==> config.mk <==
export PLATFORM = sky130hd
export DESIGN_NAME = simon64_96_key_expand
export DESIGN_NICKNAME = d
export VERILOG_FILES = /design/src/rtl/simon64_96_pkg.sv /design/src/rtl/simon64_96_key_step.sv /design/src/rtl/simon64_96_key_expand.sv
export SDC_FILE = /design/constraint.sdc
export NUM_CORES = 2
export LEC_CHECK = 0
export CAP_MARGIN = 30
export CORE_MARGIN = 1.5
export CORE_UTILIZATION = 50
export CTS_CLUSTER_SIZE = 24
export DETAILED_ROUTE_END_ITERATION = 10
export PLACE_DENSITY = 0.71
export SYNTH_ARGS = -nofsm -noshare
export SYNTH_HDL_FRONTEND = slang
export SYNTH_SLANG_ARGS = --single-unit
==> constraint.sdc <==
create_clock -name clk -period 8 [get_ports clk]
set_clock_uncertainty 0.05 [all_clocks]
set_input_delay 1.2 -clock clk [delete_from_list [all_inputs] [get_ports clk]]
set_output_delay 1.2 -clock clk [all_outputs]
set_load 0.01 [all_outputs]
==> src/rtl/simon64_96_pkg.sv <==
// Shared SIMON64/96 key-schedule constants, z2 sequence and FSM state type.
// Imported by the key-expansion top and the per-round key-step sub-module.
package simon64_96_pkg;

    localparam int ROUNDS    = 42;
    localparam int WORD      = 32;
    localparam int KEY_WORDS = 3;

    // Leftmost character is z2[0]; z2_bit() flips the indexing accordingly.
    localparam logic [61:0] Z2 =
        62'b10101111011100000011010010011000101000010001111110010110110011;

    localparam logic [31:0] C_CONST = 32'hFFFFFFFC;

    typedef enum logic {
        S_IDLE,
        S_EXPAND
    } ks_state_t;

    function automatic logic z2_bit(input logic [5:0] idx);
        logic [5:0] pos;
        pos = 6'd61 - idx;
        return Z2[pos];
    endfunction

endpackage

==> src/rtl/simon64_96_key_step.sv <==
// One SIMON64/96 key-schedule step: new = ~w0 ^ 3 ^ z ^ tmp, tmp = ROR3(w2) ^ ROR4(w2).
// Purely combinational so the round datapath bench can reuse it as a golden model.
module simon64_96_key_step
    import simon64_96_pkg::*;
(
    input  logic [WORD-1:0] i_w0,
    input  logic [WORD-1:0] i_w2,
    input  logic            i_z,
    output logic [WORD-1:0] o_key
);

    logic [WORD-1:0] w_r3;
    logic [WORD-1:0] w_tmp;

    assign w_r3  = {i_w2[2:0], i_w2[WORD-1:3]};
    assign w_tmp = w_r3 ^ {w_r3[0], w_r3[WORD-1:1]};

    // ~w0 ^ 3 folds into a single XOR with C_CONST.
    assign o_key = i_w0 ^ C_CONST ^ {{(WORD-1){1'b0}}, i_z} ^ w_tmp;

endmodule

==> src/rtl/simon64_96_key_expand.sv <==
// SIMON64/96 key expansion: captures a 96-bit key, writes 42 round keys one per clock.
// Optional SIMON_KEYSCHED_REVERSE_EN adds rdReverse to read the buffer in decrypt order.
module simon64_96_key_expand
    import simon64_96_pkg::*;
#(
    parameter int ROUNDS = 42,
    parameter int WORD   = 32
) (
    input  logic              clk,
    input  logic              rst,
    input  logic              start,
    input  logic [95:0]       keyIn,
    output logic              busy,
    output logic              done,
    output logic              keyValid,
    input  logic [5:0]        rdAddr,
`ifdef SIMON_KEYSCHED_REVERSE_EN
    input  logic              rdReverse,
`endif
    output logic [WORD-1:0]   rdKey
);

    ks_state_t       r_state;
    ks_state_t       w_next_state;
    logic [5:0]      r_i;
    logic [WORD-1:0] r_w0;
    logic [WORD-1:0] r_w1;
    logic [WORD-1:0] r_w2;
    logic [WORD-1:0] r_buf [ROUNDS];
    logic            r_done;
    logic            r_valid;

    logic            w_load;
    logic            w_step;
    logic            w_last;
    logic [WORD-1:0] w_new;
    logic [5:0]      w_idx;

    simon64_96_key_step u_step (
        .i_w0  (r_w0),
        .i_w2  (r_w2),
        .i_z   (z2_bit(r_i - 6'(KEY_WORDS))),
        .o_key (w_new)
    );

    always_comb begin
        w_next_state = r_state;
        w_load       = 1'b0;
        w_step       = 1'b0;
        w_last       = 1'b0;
        case (r_state)
            S_IDLE: begin
                if (start) begin
                    w_load       = 1'b1;
                    w_next_state = S_EXPAND;
                end
            end
            S_EXPAND: begin
                w_step = 1'b1;
                if (r_i == 6'(ROUNDS - 1)) begin
                    w_last       = 1'b1;
                    w_next_state = S_IDLE;
                end
            end
            default: w_next_state = S_IDLE;
        endcase
    end

    always_ff @(posedge clk) begin
        if (rst) begin
            r_state <= S_IDLE;
            r_i     <= '0;
            r_w0    <= '0;
            r_w1    <= '0;
            r_w2    <= '0;
            r_done  <= 1'b0;
            r_valid <= 1'b0;
            for (int k = 0; k < ROUNDS; k++) r_buf[k] <= '0;
        end else begin
            r_state <= w_next_state;
            r_done  <= 1'b0;
            if (w_load) begin
                r_w0     <= keyIn[31:0];
                r_w1     <= keyIn[63:32];
                r_w2     <= keyIn[95:64];
                r_buf[0] <= keyIn[31:0];
                r_buf[1] <= keyIn[63:32];
                r_buf[2] <= keyIn[95:64];
                r_i      <= 6'(KEY_WORDS);
                r_valid  <= 1'b0;
            end
            if (w_step) begin
                r_buf[r_i] <= w_new;
                r_w0       <= r_w1;
                r_w1       <= r_w2;
                r_w2       <= w_new;
                r_i        <= r_i + 6'd1;
            end
            if (w_last) begin
                r_done  <= 1'b1;
                r_valid <= 1'b1;
            end
        end
    end

`ifdef SIMON_KEYSCHED_REVERSE_EN
    assign w_idx = rdReverse ? (6'(ROUNDS - 1) - rdAddr) : rdAddr;
`else
    assign w_idx = rdAddr;
`endif

    // Out-of-range addresses read as zero rather than aliasing a live entry.
    assign rdKey    = (rdAddr < 6'(ROUNDS)) ? r_buf[w_idx] : '0;
    assign busy     = (r_state == S_EXPAND);
    assign done     = r_done;
    assign keyValid = r_valid;

endmodule

==> results by stage <==
Pwr:
- In this run the static leakage power is 26.83 nW.
- The maximum VDD drop is 0.2136 mV.
- In this run the power density over the cells is 247.8 nW/µm².

Routing:
- The per-cell via count in the routed design is 6.373.
- The number of iterations in the first detailed-routing pass is 5.
- The remaining antenna violation count after routing is 0.
- In the routed design, unresolved DRC markers number 0.
- In this run, the number of DRC markers left after iteration 0 of detailed routing was 6075.
- After detailed routing, the average wire length per cell comes to 29.58 µm.
- The vias after detailed routing is 40397.
- Wires add up to 187500 µm.

STA:
- Timing would allow up to 164.7 MHz.
- The worst hold margin is 0.4194 ns.
- Setup repair after global routing left no endpoint under its margin.
- The portion of the clock cycle consumed by the worst path in the final layout is 75.92%.
- The shortest clock period the worst path allows after layout is 6.073 ns.
- In the final timing run, aggregate negative setup slack is 0 ns.
- The worst pin sits at a relative slew slack of 27.59%.
- Setup violations remaining at the end of the flow were counted as 0.
- The hold violation total from the final report came to 0.
- The final-report max-slew violation count is 0.
- The slew at the pin with the worst max-slew slack is 1.086 ns.

Cells and area:
- The area growth from synthesis to layout is 12.82%.
- The finished layout holds 6339 standard cells, fillers aside.
- Leaving out fill and tap cells, the most frequent cell in the layout is nor2_1.
- Registers take 42460 µm².
- The layout filler cell count is 9546.
- The library cells used most frequently in the layout, excluding fill and tap cells, are 1352 x nor2_1, 1344 x edfxtp_1, 384 x mux4_2, 151 x nand2_1, 150 x clkbuf_16.
- Summing all multi-input logic gate instances after layout gives 19910 µm².
- Of the cells placed in the final design, the portion with a size suffix greater than 1 is 19.12%.
- At the end of the flow, the number of nets in the layout was 4669.

Placement:
- The total half-perimeter wirelength after legalization and detailed placement is 112100 µm.
- The count of port buffers added during placement is 139.
- After detailed placement, the design holds a cell count of 6066.
- The final weighted congestion in routability-driven placement is 0.9357.

Global routing:
- Entering global routing, the biggest net connects 100 pins.
- The number of global-route vias before repair is 39021.
- The number of antenna violations at the first check in global routing was 7.
- The global-route wire length before repair is 271000 µm.
- Global routing used 28.75% of the available tracks across all layers.
- Global routing finished with a remaining overflow of 0.

Die:
- The die is 361.2 µm wide.
- The height of the die is 361.2 µm.
- The die covers 130400 µm².
- 140 I/O pins were placed.
- The effective utilization at floorplan is 50.36%.
- Row generation in the floorplan step produced 131 rows.
- The floorplan step defined a core boundary enclosing 127400 µm².

Synthesis:
- The combined area of all synthesized cells is 64140 µm².
- Yosys mapped the design onto 60 distinct sky130hd cell types.
- The number of synthesized flops with an enable pin is 1344.
- After synthesis, the mean cell area works out to 14.04 µm².
- The sequential share of the synthesized area is 66.20%.
- Synthesis inferred 1449 register bits.
- The most used flip-flop cell after synthesis is edfxtp_1.
- For this run, asynchronously set or reset flops after synthesis account for 0%.
- Synthesis produced a netlist with a net count of 4679.
- The count of warnings emitted by yosys is 0.
- The count of mapped cells out of synthesis is 4569.

Clock tree:
- At the later pin of the worst-skew pair, clock insertion delay measures 0.79 ns.
- The count of hold-fix buffers inserted at cts is 0.
- The clock slew seen by the registers of the worst setup and hold paths is 0.06 ns.
- In this run the clock root is driven by a clkbuf_16.
- In this run, post-CTS repair resized a total of 0 instances.
- TritonCTS built the clock tree.
- The maximum level of the CTS H-tree is 4.
- The number of buffers on the longest clock path is 3.
- The number of setup buffers added after CTS is 0.
- The clock net sink count is 1449.
- Counting the buffers created by CTS gives 149.

Critical path:
- The start of the worst register-to-register path is r_i[0].
- In this run the critical register-to-register path is captured at r_buf[22][0].
- For the worst flop-to-flop path, the logic depth is 9.
- The classification of the worst setup path is input pin to output pin.
- The worst endpoint required time is 6.75 ns.
- The critical path endpoint category is an output pin.
- The worst register-to-register path has a setup slack of 4.09 ns.
- Data on the critical path arrives at its endpoint at 4.82 ns.
- STA classifies the critical path startpoint as an input pin.
- Of all nets on the critical path, the largest fanout is 56.

Min path:
- The path with the worst hold slack has its endpoint at keyValid.
- Along the worst hold path, the cell count comes to 1.
- The beginning of the worst hold path is keyValid.
- The classification of the worst-slack hold path is flip-flop to flip-flop.

Status:
- The flow ran to the end, and the final reports show no timing, DRC or antenna violations.

Run:
- The tool flagged a number of max-cap violations equal to 0.
-- power breakdown --
part	internal, W	total (W)	switching (W)
Sequential	0.00857	0.00871	0.000138
Combinational	0.000667	0.00233	0.00166
Clock	0.00389	0.00689	0.00300
-- layout make-up --
type	count	area share [%]
Tap cell	1662	2.874
Inverter	72	0.3804
Clock inverter	82	1.171
Antenna cell	1	0.003458
Clock buffer	186	5.401
Sequential cell	1449	58.68
Timing Repair Buffer	288	3.982
Multi-Input combinational cell	2599	27.51
-- per-layer routing --
layer  up-vias  GRT usage [%]  wire [µm]
li1      16688              -          -
met1     20518          38.35      66630
met2      2745          45.88      89970
met3       432          5.656      21330
met4        14          13.30       9464
met5         -              0         97
-- critical path, cell delays in order --
cell	delay (ns)
clkdlybuf4s50_1	0.62
inv_6	0.25
nor2_2	0.66
a22oi_1	0.17
o221ai_1	0.37
o21ai_1	0.12
o22ai_1	0.63
clkdlybuf4s50_1	0.69
-- state kept, by name, indices dropped and copies added, names as in the netlist --
| register | flops |
|---|---|
| r_w0 | 32 |
| r_w2 | 32 |
| r_w1 | 32 |
| busy | 1 |
| r_buf | 1344 |
| done | 1 |
| keyValid | 1 |
| r_i | 6 |
-- metrics by stage --
stage                     utilization [%]  total power (W)  area, µm²  setup slack [ns]
final                               56.82          0.01793      72360             1.927
after global routing                56.82          0.01834      72360             1.925
after CTS                           56.74          0.01791      72270             2.000
after detailed placement            53.01          0.01115      67510             2.003
after global placement              52.74          0.01109      67170             1.997
after floorplan                         -          0.01016      64140             3.779
-- worst max-delay path by stage --
| stage | from | to | slack [ns] | depth (start not counted) |
|---|---|---|---|---|
| global route | rdAddr[3] | rdKey[18] | 1.93 | 7 |
| global placement | rdAddr[3] | rdKey[18] | 2.00 | 7 |
| CTS | rdAddr[3] | rdKey[18] | 2.00 | 7 |
| floorplan | rdAddr[0] | rdKey[13] | 3.78 | 7 |
| finish | rdAddr[3] | rdKey[0] | 1.93 | 8 |
| detailed placement | rdAddr[3] | rdKey[18] | 2.00 | 7 |
-- Yosys cell counts (3+ instances only) --
cell         n  share of area [%]
a21oi_1     73               0.57
nand4_1      3              0.029
mux2i_1     66                1.0
o22ai_1     32               0.31
o21ai_1     38               0.30
nor3_2      43               0.67
o31ai_1      4              0.047
buf_2       50               0.39
mux2_2      32               0.56
a211oi_1    67               0.78
nand2b_1    45               0.44
buf_6        6               0.11
buf_4       11               0.13
dfxtp_1    105                3.3
nor3_1       6              0.047
edfxtp_1  1344                 63
mux4_2     384                 13
clkbuf_1   355                2.1
o21ai_0     90               0.70
nand2_1    151               0.88
buf_1       27               0.16
a22oi_1     32               0.37
xnor2_1     67               0.91
o221ai_1    33               0.45
inv_1       70               0.41
ha_1         5              0.098
nor2_1    1354                7.9
nor2b_1     32               0.31
a21o_1       3              0.035
-- logic make-up after synthesis --
kind of cell / Yosys count / synth area share (%)
compound gates: 390 / 3.860
flops: 1449 / 66.20
fa+ha+maj: 5 / 0.09753
mux: 482 / 15.07
buf+inv: 521 / 3.281
xor+xnor: 70 / 0.9675
simple gates: 1652 / 10.52
(Power assumes the default switching activity.)
